--- config.mk ---
export PLATFORM = sky130hd
export DESIGN_NAME = pipe_stage_reg
export DESIGN_NICKNAME = d
export VERILOG_FILES = /design/src/rtl/pipe_pkg.sv /design/src/rtl/pipe_stage_reg_sat_counter.sv /design/src/rtl/pipe_stage_reg.sv
export SDC_FILE = /design/constraint.sdc
export NUM_CORES = 1
export LEC_CHECK = 0
export BUFFER_PORTS_ARGS = -buffer_cell sky130_fd_sc_hd__buf_2
export CAP_MARGIN = 20
export CORE_MARGIN = 2
export CORE_UTILIZATION = 30
export CTS_BUF_LIST = sky130_fd_sc_hd__clkbuf_8
export DETAILED_ROUTE_END_ITERATION = 8
export GPL_ROUTABILITY_DRIVEN = 0
export PLACE_DENSITY = 0.51
export RECOVER_POWER = 50
export REMOVE_ABC_BUFFERS = 1
export SLEW_MARGIN = 30
export SYNTH_ARGS = -nofsm -noshare
export SYNTH_HDL_FRONTEND = slang
export SYNTH_SLANG_ARGS = --single-unit
--- constraint.sdc ---
create_clock -name CLK -period 2.4 [get_ports CLK]
set_input_delay 0.12 -clock CLK [delete_from_list [all_inputs] [get_ports CLK]]
set_output_delay 0.12 -clock CLK [all_outputs]
set_load 0.005 [all_outputs]
--- src/rtl/pipe_pkg.sv ---
// rtl/pipe_pkg.sv - shared pipeline-stage types and constants
package pipe_pkg;

  // Occupancy-coded state: the encoding doubles as the number of held beats.
  typedef enum logic [1:0] {
    EMPTY = 2'd0,
    ONE   = 2'd1,
    TWO   = 2'd2
  } pipe_state_e;

  localparam int CTRL_W_DEF = 5;

  // Bit positions inside the control field.
  localparam int MEMWR    = 0;
  localparam int JUMP     = 1;
  localparam int BRANCH   = 2;
  localparam int MEMTOREG = 3;
  localparam int REGWR    = 4;

  function automatic logic [1:0] state_occupancy(input pipe_state_e s);
    return s;
  endfunction

endpackage

--- src/rtl/pipe_stage_reg_sat_counter.sv ---
// rtl/pipe_stage_reg_sat_counter.sv - saturating event counter with async clear
module sat_counter #(
  parameter int W = 16
) (
  input  logic         clk,
  input  logic         clr_n,
  input  logic         inc,
  output logic [W-1:0] count
);

  localparam logic [W-1:0] CNT_MAX = {W{1'b1}};

  logic [W-1:0] count_q;
  logic [W-1:0] count_d;

  // Step by one on each requested event, pinning at the all-ones value.
  always_comb begin
    count_d = count_q;
    if (inc && (count_q != CNT_MAX)) begin
      count_d = count_q + 1'b1;
    end
  end

  // Count register, updated on the falling edge like the stage it observes.
  always_ff @(negedge clk or negedge clr_n) begin
    if (!clr_n) begin
      count_q <= '0;
    end else begin
      count_q <= count_d;
    end
  end

  assign count = count_q;

endmodule

--- src/rtl/pipe_stage_reg.sv ---
// rtl/pipe_stage_reg.sv - valid/ready pipeline stage register with optional skid entry
module pipe_stage_reg
  import pipe_pkg::*;
#(
  parameter int DATA_W = 32,
  parameter int CTRL_W = CTRL_W_DEF,
  parameter int SKID   = 1,
  parameter int CNT_W  = 16
) (
  input  logic              CLK,
  input  logic              RST_N,
  input  logic              flush,
  input  logic              in_valid,
  output logic              in_ready,
  input  logic [DATA_W-1:0] in_data,
  input  logic [CTRL_W-1:0] in_ctrl,
  output logic              out_valid,
  input  logic              out_ready,
  output logic [DATA_W-1:0] out_data,
  output logic [CTRL_W-1:0] out_ctrl,
  output logic [1:0]        occupancy,
  output logic [CNT_W-1:0]  stall_cnt
);

  pipe_state_e       state_q;
  pipe_state_e       state_d;
  logic [DATA_W-1:0] main_data_q;
  logic [DATA_W-1:0] main_data_d;
  logic [CTRL_W-1:0] main_ctrl_q;
  logic [CTRL_W-1:0] main_ctrl_d;
  logic [DATA_W-1:0] skid_data_q;
  logic [DATA_W-1:0] skid_data_d;
  logic [CTRL_W-1:0] skid_ctrl_q;
  logic [CTRL_W-1:0] skid_ctrl_d;
  logic              in_fire;
  logic              out_fire;
  logic              stall;

  assign out_valid = (state_q != EMPTY);

  // Skid mode decodes in_ready from state alone so out_ready never reaches it
  // combinationally; single-entry mode must look at out_ready to stream.
  generate
    if (SKID != 0) begin : g_skid_ready
      assign in_ready = (state_q != TWO);
    end else begin : g_single_ready
      assign in_ready = out_ready | ~out_valid;
    end
  endgenerate

  assign in_fire  = in_valid & in_ready;
  assign out_fire = out_valid & out_ready;

  // Next state and register loads; flush wins and squashes every control field.
  always_comb begin
    state_d     = state_q;
    main_data_d = main_data_q;
    main_ctrl_d = main_ctrl_q;
    skid_data_d = skid_data_q;
    skid_ctrl_d = skid_ctrl_q;
    if (flush) begin
      state_d     = EMPTY;
      main_ctrl_d = '0;
      skid_ctrl_d = '0;
    end else begin
      unique case (state_q)
        EMPTY: begin
          if (in_fire) begin
            state_d     = ONE;
            main_data_d = in_data;
            main_ctrl_d = in_ctrl;
          end
        end
        ONE: begin
          if (in_fire && out_fire) begin
            main_data_d = in_data;
            main_ctrl_d = in_ctrl;
          end else if (in_fire && (SKID != 0)) begin
            state_d     = TWO;
            skid_data_d = in_data;
            skid_ctrl_d = in_ctrl;
          end else if (out_fire) begin
            state_d     = EMPTY;
            main_ctrl_d = '0;
          end
        end
        TWO: begin
          if (out_fire) begin
            state_d     = ONE;
            main_data_d = skid_data_q;
            main_ctrl_d = skid_ctrl_q;
            skid_ctrl_d = '0;
          end
        end
        default: begin
          state_d     = EMPTY;
          main_ctrl_d = '0;
          skid_ctrl_d = '0;
        end
      endcase
    end
  end

  // State, main and skid registers, captured on the falling edge.
  always_ff @(negedge CLK or negedge RST_N) begin
    if (!RST_N) begin
      state_q     <= EMPTY;
      main_data_q <= '0;
      main_ctrl_q <= '0;
      skid_data_q <= '0;
      skid_ctrl_q <= '0;
    end else begin
      state_q     <= state_d;
      main_data_q <= main_data_d;
      main_ctrl_q <= main_ctrl_d;
      skid_data_q <= skid_data_d;
      skid_ctrl_q <= skid_ctrl_d;
    end
  end

  assign out_data  = main_data_q;
  assign out_ctrl  = out_valid ? main_ctrl_q : '0;
  assign occupancy = state_occupancy(state_q);
  assign stall     = out_valid & ~out_ready;

  sat_counter #(
    .W(CNT_W)
  ) u_stall_cnt (
    .clk  (CLK),
    .clr_n(RST_N),
    .inc  (stall),
    .count(stall_cnt)
  );

endmodule
# Word-level counts from Yosys, hierarchy flattened
# Cells that the tools add are included.
# W data, S select, Z words.
[word_totals]
in_bits = 42
regBits = 92
out_inout_bits = 57
word_cells = 60
[op_classes]
addsub = 1
n_reduce_logical = 10
bitwise = 6
mux = 22
eq_ne = 15
[op_table]
columns = ["operator", "n"]
rows = [
  ["$mux W32", 3],
  ["$pmux W32 S3", 1],
  ["$mux W5", 9],
  ["$pmux W5 S3", 2],
  ["$add A16 B1 Y16 const B", 1],
  ["$ne A16 B16 Y1 const B", 1],
  ["$reduce_and A4 Y1", 4],
  ["$mux W2", 6],
  ["$ne A3 B3 Y1 const B", 4],
  ["$ne A4 B4 Y1 const B", 3],
  ["$ne A2 B2 Y1 const B", 5],
  ["$pmux W2 S3", 1],
  ["$reduce_and A5 Y1", 1],
  ["$and A1 B1 Y1", 3],
  ["$not A1 Y1", 3],
  ["$reduce_bool A3 Y1", 1],
  ["$eq A2 B1 Y1 const B", 1],
  ["$eq A2 B2 Y1 const B", 1],
  ["$logic_and A1 B1 Y1", 2],
  ["$logic_not A2 Y1", 1],
  ["$reduce_bool A2 Y1", 1],
]

# Depth between registers and ports, before layout
# Gate-level depths: netlist (run 1).
[depth]
word_depth = 7
ltp_mapped = 7
ltp_nobuf = 5

# Hierarchy
# From an unflattened synthesis (run 1), not the netlist that was laid out.
[hier_totals]
cells_unflattened = 389
hier_area_um2 = 4347.9
[by_module_without_submodules]
columns = ["module", "area_per_inst_um2", "cells_each", "n_inst"]
rows = [
  ["pipe_stage_reg", 3488.3, 317, 1],
  ["sat_counter", 859.6, 72, 1],
]

==> qor.txt, run 1 <==
FLOORPLANNING
--------------------------------------------------------------------------------------
Height of the die                                                             123.3 um
Number of ports placed on the die boundary                                          99
Core area                                                                  0.01388 mm2
Number of rows created at floorplan                                                 43
Die Footprint                                                              0.01521 mm2
Effective utilization at floorplan                                              0.3078
Die Span X                                                                    123.3 um

TIMING
--------------------------------------------------------------------------------------
Worst-margin pin slew                                                         1.275 ns
Final count of hold timing violations                                                0
Worst hold margin                                                            0.4257 ns
Final setup slack of the worst path                                         -0.1637 ns
Count of pins over their slew limit                                                  0
# setup viols final                                                                 39
Normalized max-slew margin                                                      0.1503
RSZ-0062 raised after global routing                                               yes
Clock Skew                                                                 0.005402 ns

PLACE
--------------------------------------------------------------------------------------
Buffers added on ports                                                              98
Placed instance count                                                              661
Hpwl dp                                                                       6.704 mm

HOLD PATH
--------------------------------------------------------------------------------------
Cells on Worst Hold Path                                                             1
Worst Hold Endpoint                                                       out_data[31]$_DFFE_NN0P_
Startpoint of the worst hold path                                         out_data[31]$_DFFE_NN0P_
Path category of the worst min-delay check                                flip-flop to flip-flop

SYNTH
--------------------------------------------------------------------------------------
Average footprint of a synthesized cell                                      11.19 um2
Most used standard cell by instance count after synthesis                 sky130_fd_sc_hd__nand2_1
Yosys top cell by area                                                    sky130_fd_sc_hd__dfrtn_1
Top_reg_cell synth                                                        sky130_fd_sc_hd__dfrtn_1
FF+latch count, synth                                                               92
Post-synthesis cell count                                                          382
Number of different library cells in the post-synthesis netlist                     36
Async set or reset register ratio after synthesis                                1.000
Count of flip-flops with a built-in enable after synthesis                           0
Sequential-to-total area share from yosys stat                                  0.5388
Dominant cells by area after synthesis                                    sky130_fd_sc_hd__dfrtn_1, sky130_fd_sc_hd__mux2_1, sky130_fd_sc_hd__nand2_1
Area share of the leading cell type in the synthesized netlist                  0.5388
Most used standard cells in the synthesized netlist                       sky130_fd_sc_hd__nand2_1, sky130_fd_sc_hd__dfrtn_1, sky130_fd_sc_hd__mux2_1
Count of synthesis-stage warnings from yosys                                         0
Summed instance area of the synthesized netlist                           0.004273 mm2

RUN
--------------------------------------------------------------------------------------
Max-capacitance violation count                                                      0

GLOBAL ROUTING
--------------------------------------------------------------------------------------
Vias in the first global route                                                    3101
Total grt overflow                                                                   0
Number of antenna violations at the first check in global routing                    0
Wire length of the first global-routing pass                                  16.33 mm
Total global-route track usage                                                  0.1420
Largest net degree at the start of global routing                                   93

FINAL LAYOUT
--------------------------------------------------------------------------------------
Utilization of the core after routing                                           0.3853
Fraction of final layout cells sized beyond drive strength 1                    0.3393
FILL cells                                                                        1403
Filler-free cell count of the finished design                                      681
NumNets Final                                                                      539
Number of inserted diodes                                                            0
Synthesis-to-finish area growth                                                 25.18%

ROUTING
--------------------------------------------------------------------------------------
Detailed-router iteration count before antenna repair                                4
Count of antenna-violating nets left after detailed routing                          0
Ratio of routed vias to standard cells                                           4.609
Average detailed-routed wire length per instance                              14.90 um
Number of remaining DRC errors                                                       0
Total number of vias                                                              3139
Sum of routed wire length over all layers                                     10.15 mm
Initial drt markers                                                                143

CRITICAL PATH
--------------------------------------------------------------------------------------
Minimum setup slack among reg-to-reg paths                                    -0.01 ns
Endpoint kind of the worst setup timing path                              primary output
Largest fanout on the critical path                                                  7
Cell breakdown of the critical path                                       or2_4 > and2_4 > buf_6
CP top delay family                                                       simple AND/OR/NAND/NOR gates
Critical path data required time                                               2.28 ns
Launch instance of the worst register-to-register path                    occupancy[1]$_DFFE_NN0P_
Library cell contributing the largest single delay on the critical path   sky130_fd_sc_hd__dfrtn_1
Worst path buffer plus inverter count                                                1
Type of element launching the critical path                                  flip-flop
Kind of critical path                                                     flip-flop to primary output
Longest individual stage delay on the worst path                               0.37 ns
Capturing point of the worst reg2reg path                                 out_data[29]$_DFFE_NN0P_
Worst Reg-to-Reg Cells                                                               6
Arrival time worst endpoint                                                    2.44 ns

CTS
--------------------------------------------------------------------------------------
Max clock buf depth                                                                  2
Inserted Clock Buffers                                                               9
Clock tree from TritonCTS                                                        built
Clock insertion delay at the later pin of the skew report                      0.35 ns
Clock sink count                                                                    92
Hold buffer count at CTS                                                             0
Clk pin slew, worst setup/hold paths                                           0.06 ns
Root buffer cell                                                          sky130_fd_sc_hd__clkbuf_8
Number of H-tree branching levels                                                    3

STATUS
--------------------------------------------------------------------------------------
Outcome                                                                   finished with violations
Violations in the final reports                                           setup timing

POWER AND IR DROP
--------------------------------------------------------------------------------------
Maximum resistive drop on vdd                                              0.0002713 V
Leak pwr                                                                      2.734 nW
Power per cell area                                                       752.0 mW/mm2

placed cells by master, fill, tap and decap left out, types with 2 or more instances in the layout:
cell / n
sky130_fd_sc_hd__nand2_1: 111
sky130_fd_sc_hd__dfrtn_1: 92
sky130_fd_sc_hd__buf_2: 90
sky130_fd_sc_hd__mux2_1: 40
sky130_fd_sc_hd__mux2_2: 25
sky130_fd_sc_hd__xor2_1: 16
sky130_fd_sc_hd__buf_4: 14
sky130_fd_sc_hd__a22o_1: 10
sky130_fd_sc_hd__clkbuf_8: 10
sky130_fd_sc_hd__inv_1: 8
sky130_fd_sc_hd__buf_6: 8
sky130_fd_sc_hd__nor2_1: 7
sky130_fd_sc_hd__nor3_1: 7
sky130_fd_sc_hd__mux2i_1: 6
sky130_fd_sc_hd__and2_4: 5
sky130_fd_sc_hd__clkbuf_4: 5
sky130_fd_sc_hd__and3_1: 4
sky130_fd_sc_hd__nand4_1: 4
sky130_fd_sc_hd__nor4_1: 4
sky130_fd_sc_hd__clkbuf_1: 4
sky130_fd_sc_hd__nor3b_1: 3
sky130_fd_sc_hd__a21oi_1: 3
sky130_fd_sc_hd__nor2b_4: 2
sky130_fd_sc_hd__bufinv_16: 2
sky130_fd_sc_hd__buf_12: 2
metrics by stage:
| stage | TNS, ns | total power, mW | area (um2) | setup slack, ns |
|---|---|---|---|---|
| floorplan | -33.20 | 2.484 | 4149 | -0.7362 |
| global placement | -12.55 | 2.848 | 5080 | -0.2688 |
| detailed placement | -13.43 | 2.893 | 5080 | -0.3099 |
| CTS | -1.283 | 4.094 | 5320 | -0.2066 |
| global route | -6.165 | 4.288 | 5349 | -0.2094 |
| finish | -1.910 | 4.023 | 5349 | -0.1637 |
per-layer routing:
metal | GRT usage | part of all wire
met3 | 0.02814 | 0.036
met2 | 0.2236 | 0.48
met5 | 0 | 0
met1 | 0.1868 | 0.46
met4 | 0.06889 | 0.021
state kept, by name, indices dropped and copies added, names as in the netlist:
signal and flops:
skid_ctrl_q 5, skid_data_q 32, main_ctrl_q 5, occupancy 2, out_data 32, u_stall_cnt.count 16
layout make-up:
type | count | area [um2] | share of cell area
Sequential cell | 92 | 2302 | 0.4304
Timing Repair Buffer | 124 | 763.2 | 0.1427
Tap cell | 180 | 225.2 | 0.04211
Inverter | 7 | 26.28 | 0.004912
Multi-Input combinational cell | 262 | 1814 | 0.3392
Clock buffer | 10 | 137.6 | 0.02573
Clock inverter | 6 | 80.08 | 0.01497
worst max path at each step:
| stage | start | to | slack (ns) | cells past startpoint |
|---|---|---|---|---|
| 2_1_floorplan | occupancy[1]$_DFFE_NN0P_ | in_ready | -0.74 | 2 |
| 3_3_place_gp | in_valid | out_data[11]$_DFFE_NN0P_ | -0.27 | 6 |
| 3_5_place_dp | in_valid | out_data[11]$_DFFE_NN0P_ | -0.31 | 6 |
| 4_1_cts | occupancy[1]$_DFFE_NN0P_ | out_ctrl[1] | -0.21 | 3 |
| 5_1_grt | occupancy[1]$_DFFE_NN0P_ | out_ctrl[4] | -0.21 | 3 |
| 6_report | occupancy[1]$_DFFE_NN0P_ | out_ctrl[1] | -0.16 | 3 |
logic make-up (layout without fill, tap and decap cells):
| family | count (synthesis) | count (layout) | share of synthesized area |
|---|---|---|---|
| compound gates | 20 | 20 | 0.03953 |
| xor+xnor | 16 | 16 | 0.03280 |
| fa+ha+maj | 1 | 1 | 0.002928 |
| buf+inv | 28 | 147 | 0.03514 |
| flops | 92 | 92 | 0.5388 |
| mux | 71 | 71 | 0.1854 |
| simple gates | 154 | 154 | 0.1654 |
report_power, final:
part           internal, mW  switching (mW)  total, mW  leakage, nW
clock network         0.606           0.558       1.16        0.115
logic                 0.430           0.337      0.767         1.47
registers              1.90           0.187       2.09         1.15
total                  2.94            1.08       4.02         2.73
what timing repair did:
| item | CTS | global route |
|---|---|---|
| pin swaps | 6 | 2 |
| endpoints found under the hold margin | 0 | 0 |
| gates cloned | 0 | 1 |
| endpoints found under the setup margin | 9 | 24 |
| resized for setup | 4 | 11 |
| setup buffers | 1 | 2 |
No activity file was read; power rests on OpenSTA's default activity.
==> run 2: changes to the inputs <==
Settings changed: CORE_UTILIZATION 30 to 40, PLACE_DENSITY 0.51 to 0.63.
==> run 2 against run 1 <==
Effect of this change: the flow still finishes with violations (setup timing); worst setup slack got worse by 0.022 ns; core utilization up 12 points; die area is 24% lower; via count shrank 1.9%; largest cell class unchanged; clock power fell by 9%; sequential share of layout area grew 0.80 points; first-iteration DRC count down 17%; critical path depth did not move; combinational power down 1%; flip-flop and latch count unchanged; non-clock buffer count decreased by 1; global-route usage increased by 2.6 points.
==> qor.txt, run 2 (synthesis gave the netlist of run 1 again) <==
STATUS
--------------------------------------------------------------------------------------
Outcome                                                                   finished with violations
Violations in the final reports                                           setup timing

CRITICAL PATH
--------------------------------------------------------------------------------------
CP top delay family                                                       simple AND/OR/NAND/NOR gates
Capturing point of the worst reg2reg path                                 out_data[14]$_DFFE_NN0P_
Critical path depth                                                                  3   unchanged
CP startpoint                                                             occupancy[1]$_DFFE_NN0P_
Arrival time worst endpoint                                                    2.47 ns   +0.03 ns
Minimum setup slack among reg-to-reg paths                                     0.10 ns   +0.11 ns
Library cell contributing the largest single delay on the critical path   sky130_fd_sc_hd__dfrtn_1
Cell breakdown of the critical path                                       or2_4 > and2_4 > buf_6
Worst Setup EP                                                             out_ctrl[4]
Worst path buffer plus inverter count                                                1   unchanged
Largest fanout on the critical path                                                  7   unchanged
Launch instance of the worst register-to-register path                    occupancy[1]$_DFFE_NN0P_
Endpoint kind of the worst setup timing path                              primary output
Longest individual stage delay on the worst path                               0.39 ns   +0.02 ns
Worst Reg-to-Reg Cells                                                               6   unchanged
Kind of critical path                                                     flip-flop to primary output
Critical path data required time                                               2.28 ns   about the same
Type of element launching the critical path                                  flip-flop

TIMING
--------------------------------------------------------------------------------------
RSZ-0062 raised after global routing                                               yes
Final count of hold timing violations                                                0   unchanged
Final setup slack of the worst path                                         -0.1861 ns   -0.02245 ns
# setup viols final                                                                 17   -56%
Clock Skew                                                                  0.01107 ns   +0.005664 ns
Count of pins over their slew limit                                                  0   unchanged
Normalized max-slew margin                                                      0.5138   +0.3635
Worst-margin pin slew                                                        0.7293 ns   -0.5452 ns

FINAL LAYOUT
--------------------------------------------------------------------------------------
Synthesis-to-finish area growth                                                 22.90%
Number of inserted diodes                                                            0   unchanged
Fraction of final layout cells sized beyond drive strength 1                    0.3387   -0.0006440
Utilization of the core after routing                                           0.5064   +0.1211
FILL cells                                                                         959   -32%
Most used cells in the layout excluding fill and tap cells                sky130_fd_sc_hd__nand2_1, sky130_fd_sc_hd__dfrtn_1, sky130_fd_sc_hd__buf_2
NumNets Final                                                                      538   -0.19%
Most common cell after layout, fill and taps aside                        sky130_fd_sc_hd__nand2_1
Filler-free cell count of the finished design                                      635   -6.8%

PLACE
--------------------------------------------------------------------------------------
Placed instance count                                                              616   -6.8%
Hpwl dp                                                                       6.534 mm   -2.5%
Buffers added on ports                                                              98   unchanged

POWER AND IR DROP
--------------------------------------------------------------------------------------
NetSw                                                                         1.051 mW   -2.9%
Sequential share of power                                                        0.535   +0.015
Clock power share                                                                0.272   -0.017
Maximum resistive drop on vdd                                              0.0003274 V   +21%
Power per cell area                                                       745.7 mW/mm2   -0.85%
Power share of the combinational group                                           0.194   +0.003
Switching power as a share of total power                                       0.2684   -0.0005607
Internal Power                                                                2.865 mW   -2.6%
Leak pwr                                                                      2.717 nW   -0.59%

CTS
--------------------------------------------------------------------------------------
Hold buffer count at CTS                                                             0   unchanged
Clock insertion delay at the later pin of the skew report                      0.34 ns   about the same
Clk pin slew, worst setup/hold paths                                           0.06 ns   about the same
Max clock buf depth                                                                  2   unchanged
Clock sink count                                                                    92   unchanged
Number of H-tree branching levels                                                    3   unchanged
Inserted Clock Buffers                                                               9   unchanged
Root buffer cell                                                          sky130_fd_sc_hd__clkbuf_8
Clock tree from TritonCTS                                                        built

FLOORPLANNING
--------------------------------------------------------------------------------------
Core area                                                                  0.01037 mm2   -25%
Die Span X                                                                    107.4 um   -13%
Number of ports placed on the die boundary                                          99   unchanged
Number of rows created at floorplan                                                 37   -14%
Height of the die                                                             107.4 um   -13%
Effective utilization at floorplan                                              0.4120   +0.1042
Die Footprint                                                              0.01153 mm2   -24%

GLOBAL ROUTING
--------------------------------------------------------------------------------------
Largest net degree at the start of global routing                                   39   -58%
Total grt overflow                                                                   0   unchanged
Number of antenna violations at the first check in global routing                    0   unchanged
Total global-route track usage                                                  0.1681   +0.02612
Wire length of the first global-routing pass                                  14.99 mm   -8.2%
Vias in the first global route                                                    3079   -0.71%

ROUTING
--------------------------------------------------------------------------------------
Average detailed-routed wire length per instance                              14.46 um   -3.0%
Sum of routed wire length over all layers                                     9.184 mm   -9.5%
Number of remaining DRC errors                                                       0   unchanged
Detailed-router iteration count before antenna repair                                4   unchanged
Count of antenna-violating nets left after detailed routing                          0   unchanged
Total number of vias                                                              3078   -1.9%
Ratio of routed vias to standard cells                                           4.847   +5.2%
Initial drt markers                                                                118   -17%

RUN
--------------------------------------------------------------------------------------
Max-capacitance violation count                                                      0   unchanged

HOLD PATH
--------------------------------------------------------------------------------------
Path category of the worst min-delay check                                flip-flop to flip-flop

-- run 2: worst min-delay path by stage --
stage                                    start                          to  slack, ns  cells after the start
detailed placement    out_data[20]$_DFFE_NN0P_    out_data[20]$_DFFE_NN0P_       0.43                      1
finish                 out_data[8]$_DFFE_NN0P_     out_data[8]$_DFFE_NN0P_       0.43                      1
global placement      out_data[19]$_DFFE_NN0P_    out_data[19]$_DFFE_NN0P_       0.43                      1
CTS                    out_data[8]$_DFFE_NN0P_     out_data[8]$_DFFE_NN0P_       0.43                      1
global route          out_data[20]$_DFFE_NN0P_    out_data[20]$_DFFE_NN0P_       0.44                      1
floorplan           main_ctrl_q[3]$_DFFE_NN0P_  main_ctrl_q[3]$_DFFE_NN0P_       0.42                      1
-- run 2: final cells by class --
cell class                      instances  area [um2]  share of cell area
Sequential cell                        92        2302              0.4384
Clock inverter                          4       47.55            0.009054
Inverter                                7       26.28            0.005004
Timing Repair Buffer                  123       749.5              0.1427
Tap cell                              136       170.2             0.03240
Multi-Input combinational cell        262        1804              0.3436
Clock buffer                           11       151.4             0.02883
-- run 2: power by group through the flow --
| stage | Clock, mW | Combinational, mW | Sequential (mW) |
|---|---|---|---|
| finish | 1.06 | 0.758 | 2.09 |
| global route | 1.14 | 0.852 | 2.14 |
| CTS | 1.10 | 0.777 | 2.10 |
| detailed placement | 0 | 0.768 | 2.12 |
| global placement | 0 | 0.743 | 2.10 |
| floorplan | 0 | 0.388 | 2.10 |
-- run 2: worst reg2reg max path: stages, from the launching register on --
cell	delay (ns)
sky130_fd_sc_hd__dfrtn_1	0.47
sky130_fd_sc_hd__nor2b_4	0.20
sky130_fd_sc_hd__buf_4	0.41
sky130_fd_sc_hd__o21ai_0	0.29
sky130_fd_sc_hd__a21oi_4	0.22
sky130_fd_sc_hd__buf_12	0.20
sky130_fd_sc_hd__mux2_1	0.35
-- run 2: per-layer routing --
metal  wire length, um  vias to the layer above  GRT usage  part of all wire
li1                  -                     1503          -                 -
met1              4146                     1490     0.2119              0.45
met2              4489                       69     0.2853              0.49
met3               355                       16    0.02542             0.039
met4               192                        0    0.07692             0.021
met5                 0                        -          0                 0
-- run 2: repair_timing --
action,4_1_cts,5_1_grt
endpoints found under the setup margin,7,8
buffers inserted,1,3
pin swaps,0,6
gates resized for setup,2,12
-- run 2: per-stage QoR --
stage	power, mW	hold WS (ns)	setup TNS [ns]	cell area [um2]	worst slack (ns)
2_1_floorplan	2.484	0.4183	-33.20	4149	-0.7362
3_3_place_gp	2.846	0.4262	-8.453	5042	-0.2484
3_5_place_dp	2.892	0.4343	-9.134	5042	-0.2695
4_1_cts	3.971	0.4348	-1.369	5258	-0.2093
5_1_grt	4.132	0.4426	-2.934	5251	-0.2316
6_report	3.916	0.4306	-1.228	5251	-0.1861
